--- src/rtl/conv_window_tile_packer.sv ---
// Walks every convolution window of a padded multi-channel image, fetches in-image pixels
// through the address-redirect handshake and packs each window into whole tile-buffer SRAM words.
module conv_window_tile_packer #(
    parameter int PIX_W        = 4,
    parameter int PIX_PER_WORD = 9,
    parameter int NUM_WMASKS   = 8,
    parameter int DATA_WIDTH   = 64,
    parameter int ADDR_WIDTH   = 10,
    parameter int SRAM_DEPTH   = 1024,
    parameter int COORD_W      = 16,
    parameter int WR_WAIT      = 2
) (
    input  logic                  clk,
    input  logic                  rst,
    input  logic                  start,
    input  logic [COORD_W-1:0]    CTRL_img_w_full,
    input  logic [COORD_W-1:0]    CTRL_img_h_full,
    input  logic [COORD_W-1:0]    CTRL_img_c_full,
    input  logic [COORD_W-1:0]    CTRL_filter_w,
    input  logic [COORD_W-1:0]    CTRL_filter_h,
    input  logic [COORD_W-1:0]    CTRL_padding_t_full_img,
    input  logic [COORD_W-1:0]    CTRL_padding_b_full_img,
    input  logic [COORD_W-1:0]    CTRL_padding_l_full_img,
    input  logic [COORD_W-1:0]    CTRL_padding_r_full_img,
    input  logic [COORD_W-1:0]    CTRL_stride,
    output logic                  busy,
    output logic                  done,
    output logic [COORD_W-1:0]    x,
    output logic [COORD_W-1:0]    y,
    output logic [COORD_W-1:0]    z,
    output logic                  data_ready_to_mem_addr_redirect,
    input  logic                  data_ready_from_mem_addr_redirect,
    input  logic [PIX_W-1:0]      pixel_data,
    output logic [ADDR_WIDTH-1:0] addr,
    output logic [DATA_WIDTH-1:0] data_in,
    output logic                  we,
    output logic                  csb,
    output logic [NUM_WMASKS-1:0] wmask,
    output logic [31:0]           word_count,
    output logic                  wrap
);
    localparam int LANE_W = (PIX_PER_WORD > 1) ? $clog2(PIX_PER_WORD) : 1;
    localparam int WCNT_W = (WR_WAIT > 1) ? $clog2(WR_WAIT) : 1;
    localparam int PACK_W = PIX_PER_WORD * PIX_W;
    localparam logic signed [COORD_W-1:0] ONE  = 1;
    localparam logic signed [COORD_W-1:0] ZERO = 0;

    typedef enum logic [2:0] {S_IDLE, S_ELEM, S_FETCH, S_WR, S_WWAIT, S_DONE} state_t;
    state_t state, state_nxt;

    logic signed [COORD_W-1:0] cfg_w, cfg_h, cfg_c, cfg_fw, cfg_fh, cfg_t, cfg_l, cfg_s;
    logic signed [COORD_W-1:0] out_w, out_h, ch, oy, ox, ky, kx;
    logic signed [COORD_W-1:0] span_w, span_h, s_in, ow_calc, oh_calc, row, col;
    logic [LANE_W-1:0]         lane;
    logic [PACK_W-1:0]         pack;
    logic [WCNT_W-1:0]         wcnt;
    logic                      pass_last, start_empty, in_img, last_kx, last_elem, last_win;
    logic                      fetch_ack, elem_take, word_end, wait_end;
    logic [PIX_W-1:0]          lane_val;

    // Output geometry from the live CTRL inputs; a negative span means no window fits at all.
    assign s_in   = $signed(CTRL_stride);
    assign span_w = $signed(CTRL_img_w_full) + $signed(CTRL_padding_l_full_img)
                  + $signed(CTRL_padding_r_full_img) - $signed(CTRL_filter_w);
    assign span_h = $signed(CTRL_img_h_full) + $signed(CTRL_padding_t_full_img)
                  + $signed(CTRL_padding_b_full_img) - $signed(CTRL_filter_h);
    assign ow_calc = (span_w < 0 || s_in < 1) ? ZERO : span_w / s_in + ONE;
    assign oh_calc = (span_h < 0 || s_in < 1) ? ZERO : span_h / s_in + ONE;
    assign start_empty = (ow_calc < 1) || (oh_calc < 1) || ($signed(CTRL_img_c_full) < 1);

    assign row       = oy * cfg_s + ky - cfg_t;
    assign col       = ox * cfg_s + kx - cfg_l;
    assign in_img    = (row >= 0) && (row < cfg_h) && (col >= 0) && (col < cfg_w);
    assign last_kx   = (kx == cfg_fw - ONE);
    assign last_elem = last_kx && (ky == cfg_fh - ONE);
    assign last_win  = (ox == out_w - ONE) && (oy == out_h - ONE) && (ch == cfg_c - ONE);
    assign fetch_ack = (state == S_FETCH) && data_ready_from_mem_addr_redirect;
    assign elem_take = ((state == S_ELEM) && !in_img) || fetch_ack;
    assign word_end  = (lane == LANE_W'(PIX_PER_WORD - 1)) || last_elem;
    assign wait_end  = (wcnt == WCNT_W'(WR_WAIT - 1));
    assign lane_val  = fetch_ack ? pixel_data : '0;

    assign busy  = (state != S_IDLE) && (state != S_DONE);
    assign done  = (state == S_DONE);
    assign wmask = '1;

    always_ff @(posedge clk or negedge rst) begin
        if (!rst) state <= S_IDLE;
        else      state <= state_nxt;
    end

    always_comb begin
        state_nxt = state;
        case (state)
            S_IDLE:  if (start) state_nxt = start_empty ? S_DONE : S_ELEM;
            S_ELEM:  if (in_img) state_nxt = S_FETCH;
                     else if (word_end) state_nxt = S_WR;
            S_FETCH: if (fetch_ack) state_nxt = word_end ? S_WR : S_ELEM;
            S_WR:    state_nxt = S_WWAIT;
            S_WWAIT: if (wait_end) state_nxt = pass_last ? S_DONE : S_ELEM;
            S_DONE:  state_nxt = S_IDLE;
            default: state_nxt = S_IDLE;
        endcase
    end

    always_ff @(posedge clk or negedge rst) begin
        if (!rst) begin
            {cfg_w, cfg_h, cfg_c, cfg_fw, cfg_fh, cfg_t, cfg_l, cfg_s} <= '0;
            {out_w, out_h, ch, oy, ox, ky, kx} <= '0;
            lane <= '0; pack <= '0; wcnt <= '0; pass_last <= 1'b0;
            x <= '0; y <= '0; z <= '0;
            data_ready_to_mem_addr_redirect <= 1'b0;
            addr <= '0; data_in <= '0; we <= 1'b1; csb <= 1'b1;
            word_count <= '0; wrap <= 1'b0;
        end else begin
            case (state)
                S_IDLE: if (start) begin
                    cfg_w <= $signed(CTRL_img_w_full);  cfg_h <= $signed(CTRL_img_h_full);
                    cfg_c <= $signed(CTRL_img_c_full);  cfg_fw <= $signed(CTRL_filter_w);
                    cfg_fh <= $signed(CTRL_filter_h);   cfg_t <= $signed(CTRL_padding_t_full_img);
                    cfg_l <= $signed(CTRL_padding_l_full_img); cfg_s <= s_in;
                    out_w <= ow_calc; out_h <= oh_calc;
                    {ch, oy, ox, ky, kx} <= '0;
                    lane <= '0; pack <= '0; pass_last <= 1'b0;
                    addr <= '0; word_count <= '0; wrap <= 1'b0;
                end
                S_ELEM: if (in_img) begin
                    x <= row; y <= col; z <= ch;
                    data_ready_to_mem_addr_redirect <= 1'b1;
                end
                S_FETCH: if (fetch_ack) data_ready_to_mem_addr_redirect <= 1'b0;
                // Word handoff: the packed lanes move to the SRAM port and the buffer restarts empty.
                S_WR: begin
                    data_in <= '0;
                    data_in[PACK_W-1:0] <= pack;
                    csb <= 1'b0; we <= 1'b0;
                    pack <= '0; wcnt <= '0;
                end
                S_WWAIT: if (wait_end) begin
                    csb <= 1'b1; we <= 1'b1;
                    word_count <= word_count + 32'd1;
                    if (addr == ADDR_WIDTH'(SRAM_DEPTH - 1)) begin
                        addr <= '0; wrap <= 1'b1;
                    end else addr <= addr + ADDR_WIDTH'(1);
                end else wcnt <= wcnt + WCNT_W'(1);
                default: ;
            endcase

            // Element consumed (padded or fetched): store its lane and step the window walk.
            if (elem_take) begin
                pack[lane*PIX_W +: PIX_W] <= lane_val;
                lane <= word_end ? '0 : lane + LANE_W'(1);
                if (last_elem) begin
                    kx <= '0; ky <= '0;
                    if (last_win) pass_last <= 1'b1;
                    if (ox == out_w - ONE) begin
                        ox <= '0;
                        if (oy == out_h - ONE) begin oy <= '0; ch <= ch + ONE; end
                        else oy <= oy + ONE;
                    end else ox <= ox + ONE;
                end else if (last_kx) begin
                    kx <= '0; ky <= ky + ONE;
                end else kx <= kx + ONE;
            end
        end
    end
endmodule

--- config.mk ---
export PLATFORM = sky130hd
export DESIGN_NAME = conv_window_tile_packer
export DESIGN_NICKNAME = d
export VERILOG_FILES = /design/src/rtl/conv_window_tile_packer.sv
export SDC_FILE = /design/constraint.sdc
export NUM_CORES = 2
export LEC_CHECK = 0
export ABC_AREA = 1
export BUFFER_PORTS_ARGS = -buffer_cell sky130_fd_sc_hd__buf_2
export CORE_ASPECT_RATIO = 0.7
export CORE_UTILIZATION = 40
export DETAILED_ROUTE_END_ITERATION = 8
export MAX_ROUTING_LAYER = met4
export PLACE_DENSITY = 0.66
export SETUP_SLACK_MARGIN = 0.3
export SYNTH_ARGS = -nofsm -noshare
export SYNTH_HDL_FRONTEND = slang
export SYNTH_SLANG_ARGS = --single-unit
--- constraint.sdc ---
create_clock -name clk -period 11.45 [get_ports clk]
set_input_delay 1.145 -clock clk [delete_from_list [all_inputs] [get_ports clk]]
set_output_delay 1.145 -clock clk [all_outputs]
set_load 0.03 [all_outputs]
==> metrics.yaml <==
cp_data_arrival_time_ps: 28370
clk-insertion-delay-late_ps: 630
gr-usage-met3_pct: 3.17
rsz0062_at_grt: "true"
worst_hold_path.num_cells: 2
final_nets: 9771
combinational_family_with_the_most_area_after_synthesis: "simple AND/OR/NAND/NOR gates"
crit_path_largest_cell_delay_ps: 540
holdCritPathClass: "flop to flop"
worstPathRequired_ps: 11960
min_period_over_period_pct: 243
place_hpwl_um: 138000
area.growth.synth_to_final_pct: 37.9
core_region_area_mm2: 0.125
min_to: "x[13]"
number_of_clock_sinks: 414
cp_common_cell: "sky130_fd_sc_hd__nand2_2"
globalRoute.totalOverflow: 0
outcome: "complete, but fails checks"
final_cell_area_mm2: 0.0700
r2r_start: "oy[3]"
drc: 0
worstSetupEndpointType: "flop"
synth_area_mm2: 0.0508
clk_pin_slew_worst_paths_ps: 60
muxShareOfSynthArea_pct: 0.140
num-fill-cells: 11400
critPathLaunchType: "primary input"
register_area_mm2: 0.0104
multi_input_gate_area_in_the_final_layout_mm2: 0.0386
r2r_slack_ps: 1630
gp_congestion: 0.964
detail-route-antenna-nets: 0
synth_cell_types: 80
slowest_stage: "sky130_fd_sc_hd__fa_1"
floorplan.die_area_mm2: 0.128
timing.critical_path.fanout_max: 8
ctsLongestPathBuffers: 3
grtUsageTotal_pct: 27.5
wire_per_inst_um: 16.9
final-max-slew-violation-count: 0
synth-compound-area-share_pct: 11.0
synth_seq_area_share_pct: 20.4
detailroute.via_count: 53400
die_height_um: 300
floorplan.initialDensity_pct: 40.6
ctsRootBufferMaster: "sky130_fd_sc_hd__clkbuf_16"
hold_viol: 0
detail_route.vias_per_cell: 5.07
drive_above_1_share_pct: 30.1
cts.hold.buffers_added: 0
grtUsageMet2_pct: 42.3
synth_enable_flop_cells: 0
min_clock_period_post_route_ps: 27870
hp-start: "x[13]"
final.hold.worst_slack_ps: 462
syn_avg_cell_area_um2: 6.99
biggestRegsByFlops: "data_in: 36 flops, pack: 36 flops, word_count: 32 flops"
route.final.wire_length_um: 178000
via_count_of_the_first_global_routing_pass: 51300
pin_count: 336
die_w_um: 428
setup_viol_count_final: 33
global_route_wire_length_before_repair_um: 278000
grt_max_degree: 198
setup_ws_ps: -16420
cts_inserted_buffers: 50
yosys_warnings: 0
cap_violations: 0
synth_xor_area_share_pct: 7.31
post_synth_fa_ha_maj_area_fraction_pct: 23.0
port_buffers: 299
tritoncts_clock_tree: "yes"
failed_checks: "setup timing"
num_rows: 108
synth-main-ff-cell: "sky130_fd_sc_hd__dfrtp_1"
first_iter_violations: 4435
worstMarginPinSlew_ps: 1120
drt_pre_antenna_iters: 6
critical_path_class: "primary input to flop"
h-tree-depth: 2
synth-simple-area-share_pct: 26.5
max_clock_freq_mhz: 35.9
synth-async-reset-ratio_pct: 100
crit-reg2reg-capture: "ky[0]"
met1_usage_pct: 39.0
top_usage_layer: "met2"
syn-instance-count: 7273
postPlaceCellArea_mm2: 0.0629
yosys_register_bits: 414
timing.clock.skew_ps: 39.1
rr_worst_depth: 33
timing.max_slew.rel_slack_pct: 25.0
antenna_found_initial: 6
==> metrics by stage <==
step / TNS [ps] / worst slack (ps) / instances / util (%)
floorplan: -496080 / -15690 / 7307 / -
global placement: -573120 / -19210 / 10200 / 50.3
detailed placement: -589370 / -19210 / 10200 / 50.3
CTS: -512680 / -16190 / 10400 / 53.8
global route: -573840 / -18050 / 10500 / 56.0
finish: -518460 / -16420 / 10500 / 56.0
==> worst max-delay path, delay by kind of cell <==
kind / cells / cell delay (ps)
AND/OR/NAND/NOR: 98 / 9370
AO/OA/AOI/OAI: 58 / 8380
adder cells (fa/ha/maj): 19 / 5790
buffers and inverters: 37 / 3250
XOR/XNOR: 2 / 360
==> cells by family after synthesis <==
family | after synthesis
AOI/OAI and AO/OA | 980
muxes | 7
other | 2
and+or+nand+nor | 3163
adders and majority gates | 769
buffers and inverters | 1517
xor gates and xnor gates | 421
DFF | 414
==> Yosys cell counts, drive strengths merged, types with 33 or more instances <==
library cell | count | area [um^2]
a21oi | 314 | 1620
buf | 110 | 621
clkbuf | 115 | 432
dfrtp | 413 | 10300
fa | 274 | 5490
ha | 495 | 6190
inv | 1288 | 4840
nand2 | 1945 | 7360
nand3 | 430 | 2210
nand4 | 73 | 457
nor2 | 437 | 1770
nor3 | 113 | 586
nor4 | 45 | 294
o21ai | 446 | 2270
o22ai | 33 | 206
or2 | 68 | 425
xnor2 | 161 | 1410
xor2 | 260 | 2300
==> cell type report <==
class	count	share of cell area [%]
multi-input cells	5377	55.1
repair buffers	1698	17.8
flip-flops and latches	414	14.8
inverters	1292	7.00
well taps	1650	2.95
clock buffers	72	2.06
clock inverters	20	0.280
diodes	4	0.0143
repair inverters	1	0.0107
==> routing by layer <==
layer	wire length, um	vias up
met1	83000	25400
met2	79700	1496
li1	-	26200
met5	0	-
met4	3870	0
met3	11200	238
==> repair_timing <==
item	in CTS	in global routing
setup buffers	136	84
gates cloned	6	2
pin swaps	190	227
hold endpoints to repair	0	0
gates resized for setup	377	491
setup endpoints to repair	33	33
==> worst max-delay path by stage <==
stage,slack (ps),depth (start not counted),endpoint,from
floorplan,-15690,219,state[2],CTRL_img_h_full[1]
global placement,-19210,205,state[2],CTRL_img_w_full[1]
detailed placement,-19210,208,state[2],CTRL_img_w_full[1]
CTS,-16190,220,state[2],CTRL_filter_w[1]
global route,-18050,221,state[2],CTRL_padding_t_full_img[1]
finish,-16420,214,state[2],CTRL_img_h_full[7]
==> placed cells by master (no fill, tap or decap), drive strengths merged, types with 6 or more instances in the layout <==
master / n
o31ai: 28
buf: 1696
a211oi: 18
a31oi: 8
a21boi: 7
nor2: 437
conb: 36
fa: 274
o311a: 6
and3: 6
dfrtp: 413
o22ai: 33
a21o: 25
o21ai: 446
a21oi: 314
a2111oi: 6
nor3: 113
o2111ai: 9
nand3: 430
nand4: 73
nor3b: 7
xnor2: 161
o211ai: 15
nand2: 1946
o21a: 12
and2: 11
o21bai: 20
mux2i: 6
nand3b: 25
xor2: 260
inv: 1291
or2: 68
ha: 495
clkinv: 14
clkinvlp: 6
clkbuf: 73
nor4: 45
Power is not shown: default switching activity piles up to over one toggle a cycle in this logic, so the estimate is an artifact.
